**src/rtl/uart_serial_tx.sv**
```systemverilog
// uart_serial_tx: line-side UART transmitter.
// Accepts one byte per uart_start pulse while idle and shifts it out LSB-first
// as an 8-N-1 frame on txd, holding uart_busy high until the stop bit ends.
// Optional feature macro: UART_TX_PARITY_EN adds a parity bit (even/odd chosen
// by PARITY_ODD) between the last data bit and the stop bit.
module uart_serial_tx #(
  parameter int CLK_FREQ   = 50000000,
  parameter int BAUD       = 115200,
  parameter int PARITY_ODD = 0
) (
  input  logic       clk,
  input  logic       rst,
  input  logic       uart_start,
  input  logic [7:0] uart_tx,
  output logic       uart_busy,
  output logic       txd
);

  localparam int DIVISOR = CLK_FREQ / BAUD;
  localparam int CNT_W   = (DIVISOR > 2) ? $clog2(DIVISOR) : 1;
  localparam logic [CNT_W-1:0] CNT_LAST = CNT_W'(DIVISOR - 1);

  // A bit period shorter than two clocks cannot be produced by this counter,
  // and the parity sense is a single bit.
  generate
    if (DIVISOR < 2 || PARITY_ODD < 0 || PARITY_ODD > 1) begin : g_bad_config
      $error("uart_serial_tx: CLK_FREQ/BAUD must be >= 2 and PARITY_ODD must be 0 or 1");
    end
  endgenerate

`ifdef UART_TX_PARITY_EN
  typedef enum logic [2:0] {
    S_IDLE,
    S_START,
    S_DATA,
    S_PARITY,
    S_STOP
  } state_t;
`else
  typedef enum logic [2:0] {
    S_IDLE,
    S_START,
    S_DATA,
    S_STOP
  } state_t;
`endif

  state_t           state;
  logic [CNT_W-1:0] cnt;
  logic [2:0]       bit_idx;
  logic [7:0]       shift;
  logic             bit_done;
`ifdef UART_TX_PARITY_EN
  // Parity of the byte captured at acceptance; the shift register is consumed
  // during the data bits, so the parity is kept separately.
  logic             par_bit;
`endif

  assign bit_done = (cnt == CNT_LAST);

  // Frame sequencer: baud counting, bit shifting and registered line outputs.
  always_ff @(posedge clk) begin
    if (rst) begin
      state     <= S_IDLE;
      cnt       <= '0;
      bit_idx   <= '0;
      shift     <= '0;
      txd       <= 1'b1;
      uart_busy <= 1'b0;
`ifdef UART_TX_PARITY_EN
      par_bit   <= 1'b0;
`endif
    end else begin
      case (state)
        S_IDLE: begin
          txd       <= 1'b1;
          uart_busy <= 1'b0;
          if (uart_start) begin
            shift     <= uart_tx;
            cnt       <= '0;
            bit_idx   <= '0;
            state     <= S_START;
            txd       <= 1'b0;
            uart_busy <= 1'b1;
`ifdef UART_TX_PARITY_EN
            par_bit   <= (^uart_tx) ^ (PARITY_ODD != 0);
`endif
          end
        end

        S_START: begin
          if (bit_done) begin
            cnt   <= '0;
            state <= S_DATA;
            txd   <= shift[0];
          end else begin
            cnt <= cnt + CNT_W'(1);
          end
        end

        S_DATA: begin
          if (bit_done) begin
            cnt     <= '0;
            shift   <= {1'b0, shift[7:1]};
            bit_idx <= bit_idx + 3'd1;
            if (bit_idx == 3'd7) begin
`ifdef UART_TX_PARITY_EN
              state <= S_PARITY;
              txd   <= par_bit;
`else
              state <= S_STOP;
              txd   <= 1'b1;
`endif
            end else begin
              txd <= shift[1];
            end
          end else begin
            cnt <= cnt + CNT_W'(1);
          end
        end

`ifdef UART_TX_PARITY_EN
        S_PARITY: begin
          if (bit_done) begin
            cnt   <= '0;
            state <= S_STOP;
            txd   <= 1'b1;
          end else begin
            cnt <= cnt + CNT_W'(1);
          end
        end
`endif

        S_STOP: begin
          // busy drops on the edge ending the stop bit; the next acceptance
          // can happen one edge later from IDLE.
          if (bit_done) begin
            cnt       <= '0;
            state     <= S_IDLE;
            uart_busy <= 1'b0;
            txd       <= 1'b1;
          end else begin
            cnt <= cnt + CNT_W'(1);
          end
        end

        default: begin
          state     <= S_IDLE;
          cnt       <= '0;
          txd       <= 1'b1;
          uart_busy <= 1'b0;
        end
      endcase
    end
  end

endmodule

```
**config.mk**
```make
export PLATFORM = sky130hd
export DESIGN_NAME = uart_serial_tx
export DESIGN_NICKNAME = d
export VERILOG_FILES = /design/src/rtl/uart_serial_tx.sv
export SDC_FILE = /design/constraint.sdc
export NUM_CORES = 1
export LEC_CHECK = 0
export ABC_CLOCK_PERIOD_IN_PS = 1700
export CAP_MARGIN = 0
export CORE_UTILIZATION = 51
export DETAILED_ROUTE_END_ITERATION = 10
export PLACE_DENSITY = 0.78
export SYNTH_ARGS = -nofsm -noshare
export SYNTH_HDL_FRONTEND = slang
export SYNTH_SLANG_ARGS = --single-unit
```
**constraint.sdc**
```tcl
create_clock -name clk -period 1.7 [get_ports clk]
set_clock_uncertainty 0.1 [all_clocks]
set_input_delay 0.34 -clock clk [delete_from_list [all_inputs] [get_ports clk]]
set_output_delay 0.34 -clock clk [all_outputs]
set_load 0.1 [all_outputs]
```
# == Word level (Yosys, flattened, before mapping) ==
# Index checks and enable logic that the tools add are counted.
# word_totals
register_bits,25
inputBits,11
output_inout_bits,2
word_cells,51
# op_classes
add_sub_neg,2
n_eq_ne,10
n_mux,24
bitwise_logic,1
n_reduce_logical,8
# op_table
cell,count
$mux W3,7
$mux W9,2
$pmux W9 S2,1
$mux W8,2
$pmux W8 S2,1
$pmux W3 S4,1
$ne A2 B2 Y1 const B,5
$add A9 B1 Y9 const B,1
$eq A9 B9 Y1 const B,1
$mux W1,7
$eq A3 B2 Y1 const B,2
$pmux W3 S2,1
$reduce_and A3 Y1,2
$reduce_and A5 Y1,1
$pmux W1 S4,1
$add A3 B1 Y3 const B,1
$eq A3 B1 Y1 const B,1
$eq A3 B3 Y1 const B,1
$logic_not A3 Y1,1
$pmux W1 S3,1
$reduce_or A3 Y1,1
$reduce_and A2 Y1,1
$reduce_bool A2 Y1,1
$reduce_or A2 Y1,1
$not A1 Y1,1

# == Depth between registers and ports, before layout ==
# depth
depth_word,4
depth_mapped,7
depth_no_buf,6

# == Worst setup path before layout ==
# OpenSTA, ideal clock, no wires.
# synth_path
kind,register to register
startpoint,register state[0]
endpoint,register shift[0]
setup_time_ns,0.138
arrival_ns,1.580
required_ns,1.462
setup_slack_ns,-0.118
stages_incl_launch_ff,8
n_path_buf,1
synth_period_minus_slack_ns,1.818
cell_sequence,dfxtp_1 inv_1 ha_1 clkbuf_1 nand2b_1 o21ai_0 nor2_2 a211oi_2
# synth_via
elab_chain_cells,3
elab_cells_between_ends,7
classes_between,eq/ne (3); mux (1); reduce/logical (3)
# synth_lines
item,line,source
from (decl),48,state_t state;
from (signal assigned),64,state <= S_IDLE;
from (signal assigned),82,state <= S_START;
from (signal assigned),94,state <= S_DATA;
$eq A3 B2 Y1 / $logic_not A3 Y1 (equally long branches),74,case (state)
$ne A2 B2 Y1 (no line) / $reduce_bool A2 Y1 (equally long branches),n/a,
$reduce_and A3 Y1 (no line),n/a,
to (signal assigned),79,shift <= uart_tx;
to (signal assigned),104,"shift <= {1'b0, shift[7:1]};"
to (decl),51,logic [7:0] shift;
# Parallel ways exist; a longest one is shown, timed or not.
# A chain may end at the register's enable or synchronous reset.

# == Final worst setup path ==
# layout_path
startpoint,register state[0]
endpoint,register state[1]
# layout_via
elab_chain_cells,3
elab_cells_between_ends,11
classes_between,eq/ne (8); mux (1); reduce/logical (2)
# layout_lines
item,line
"$eq A3 B2 Y1, or another cell as far along",74
$ne A2 B2 Y1 (no line),n/a
$reduce_and A5 Y1 (no line),n/a
# Parallel ways exist; a longest one is shown, timed or not.

==> impl_metrics.yaml <==
timing:
  holdWs_ps: 393.3
  tightest_slew_ps: 439.7
  slew_headroom: 0.7049
  rsz0062_at_grt: "true"
  finalHoldViolCount: 0
  finalCritPeriodShare: 1.004
  clock.fmax_ghz: 0.5862
  period_needed_ps: 1706
  slew_viol_final: 0
  setup_violations: 1
  fin_ws_ps: -6.016
cts:
  ctsHoldBuffers: 0
  cts_buffer_depth: 2
  root_buffer: "clkbuf_4"
  htree_levels: 1
  path_clk_slew_ps: 130
  numClockSinks: 24
  tritoncts: "yes"
  cts_buffers: 3
  insertion_delay_ps: 320
routing:
  met2_length_um: 1875
  vias: 1309
  detail-route-antenna-nets: 0
  wl_per_cell_um: 17.14
  via_per_inst: 6.233
  wl_um: 3599
  top_layer: "met4"
  wl_met3_um: 168
  drt_first_pass_iters: 5
  drt_drc_violations_left: 0
  drt-met1-wl_um: 1481
  drt-initial-drc-count: 35
logic_synthesis:
  synth_area_leader_cell: "dfxtp_1"
  ys_seq_elements: 24
  syn-num-nets: 168
  yosysWarnings: 0
  yosysSeqAreaShare: 0.3392
  synthTopCellsByArea: "dfxtp_1, ha_1, mux2i_1, a211oi_2, a21oi_1"
  netlist_area_um2: 1416
  synthFlopType: "dfxtp_1"
  avgSynthCellArea_um2: 9.570
  synth_cells: 148
  synth_edf_count: 0
  synthArstFlopShare: 0
  synth_cell_types: 40
  synth_top_area_frac: 0.3392
layout:
  num_antenna_cells: 0
  syn_to_final_growth_pct: 35.95
  drive_gt1_frac: 0.4167
  nNetsFinal: 202
  layout_common_cells: "dfxtp_1, buf_4, a21oi_1, mux2i_1, clkdlybuf4s50_1"
power_and_ir_drop:
  swShare: 0.4431
  seqPwrFrac: 0.262
  cellLeakagePower_nw: 0.7057
  p_switching_mw: 1.335
  power_density_nw_per_um2: 1565
  p_total_mw: 3.014
  clkPwrFrac: 0.086
  pwr-share-comb: 0.652
  vdd_drop_max_uv: 1232
  p_int_mw: 1.678
critical_path:
  crit_path_max_fanout: 8
  crit_required_ps: 1860
  worstPathArrival_ps: 1860
  crit_type: "reg2reg"
  cp_num_buf_inv: 2
  crit_path_max_incr_delay_ps: 340
  path_cells: "inv_1 > ha_4 > nand2b_1 > buf_4 > a32oi_2 > mux2i_1"
  crit_path_end_kind: "register"
  worst_path_max_delay_cell: "dfxtp_1"
  cp-start-kind: "register"
  crit_family: "flip-flops"
die:
  die_w_um: 54.70
  die-height_um: 54.70
  die-area_um2: 2992
  start_util: 0.5565
  floorplan.rows: 18
  core_area_um2: 2545
  ios: 13
global_route:
  gr-total-overflow: 0
  grt_max_degree: 17
  grt_usage: 0.2473
  grt_antenna_before_repair: 0
  grt_pass1_vias: 1174
  grt_first_pass_wirelength_um: 5216
status:
  status: "complete, but fails checks"
  failed_checks: "negative setup slack"
flow_run:
  maxCapViolCount: 0
place:
  dp_hpwl_um: 2390
  io_buffers: 12
  gp_congestion: 0.8563
worst_hold_path:
  min_path_type: "reg2reg"
## metal layers
metal | GRT usage | vias up
met4 | 0.1026 | 0
met5 | 0 | -
met1 | 0.2968 | 622
li1 | - | 633
met3 | 0.04167 | 7
met2 | 0.4277 | 47
## Yosys cell counts (2+ instances only)
master    number
nand2_1        7
a311oi_1       7
mux2i_1       10
dfxtp_1       24
nand4_1        2
inv_1          3
buf_2          3
a21oi_1       17
nand2b_1       5
nand3_1        4
a41oi_1        3
a211oi_2       7
a21boi_1       3
nor2_1         8
o21ai_0        6
o21ai_1        3
ha_1           9
and3_1         2
clkbuf_1       4
## path summary, 6_finish.rpt
check,to,slack [ps],startpoint,depth (start not counted)
setup / recovery,state[1],-6,state[0],6
hold / removal,cnt[8],390,cnt[8],1
setup reg to reg,state[1],-6,state[0],6
hold reg to reg,cnt[8],390,cnt[8],1
## worst register-to-register path, cell delays in order, from the launching register on
cell and delay, ps:
dfxtp_1 340, inv_1 170, ha_4 240, nand2b_1 100, buf_4 160, a32oi_2 270
mux2i_1 250
## flip-flops by register name (all words and copies together), names as in the netlist
register and cells:
txd 1, shift 8, cnt 9, state 2, bit_idx 3, uart_busy 1
## stage by stage
step | instances | setup TNS (ps) | util | setup WS (ps) | instance area (µm²)
after CTS | 204 | -223.6 | 0.6898 | -32.23 | 1755
after detailed placement | 200 | -1080 | 0.6745 | -109.1 | 1717
after global placement | 200 | -530.5 | 0.6745 | -57.55 | 1717
after global routing | 210 | -325.2 | 0.7566 | -62.06 | 1926
final | 210 | -6.016 | 0.7566 | -6.016 | 1926
after floorplan | 148 | 0 | - | 4.436 | 1435
## power by group through the flow
stage	sequential (mW)	clock [mW]	combinational [mW]
after floorplan	0.912	0	1.01
after global placement	0.780	0	1.57
after detailed placement	0.782	0	1.64
after CTS	0.771	0.263	1.66
after global routing	0.807	0.290	2.10
final	0.791	0.258	1.96
## kinds of logic after synthesis
logic type,after synthesis,share of synthesized area
AO/OA/AOI/OAI,53,0.2906
adder cells (fa/ha/maj),9,0.07951
buffers and inverters,12,0.03974
flip-flops,24,0.3392
multiplexers,10,0.07067
AND/OR/NAND/NOR,40,0.1802
## cell type report
class                           count  area (µm²)
Clock buffer                        3       22.52
Fill cell                         178       619.3
Inverter                            3       11.26
Multi-Input combinational cell    112       998.5
Sequential cell                    24       484.2
Tap cell                           30       37.54
Timing Repair Buffer               38       371.6
## timing repair
action	4_1_cts	5_1_grt
gates resized for setup	2	28
cloned	0	0
endpoints found under the setup margin	14	21
setup buffers	1	6
pin swaps	6	16
Power figures use the tool's default switching activity.
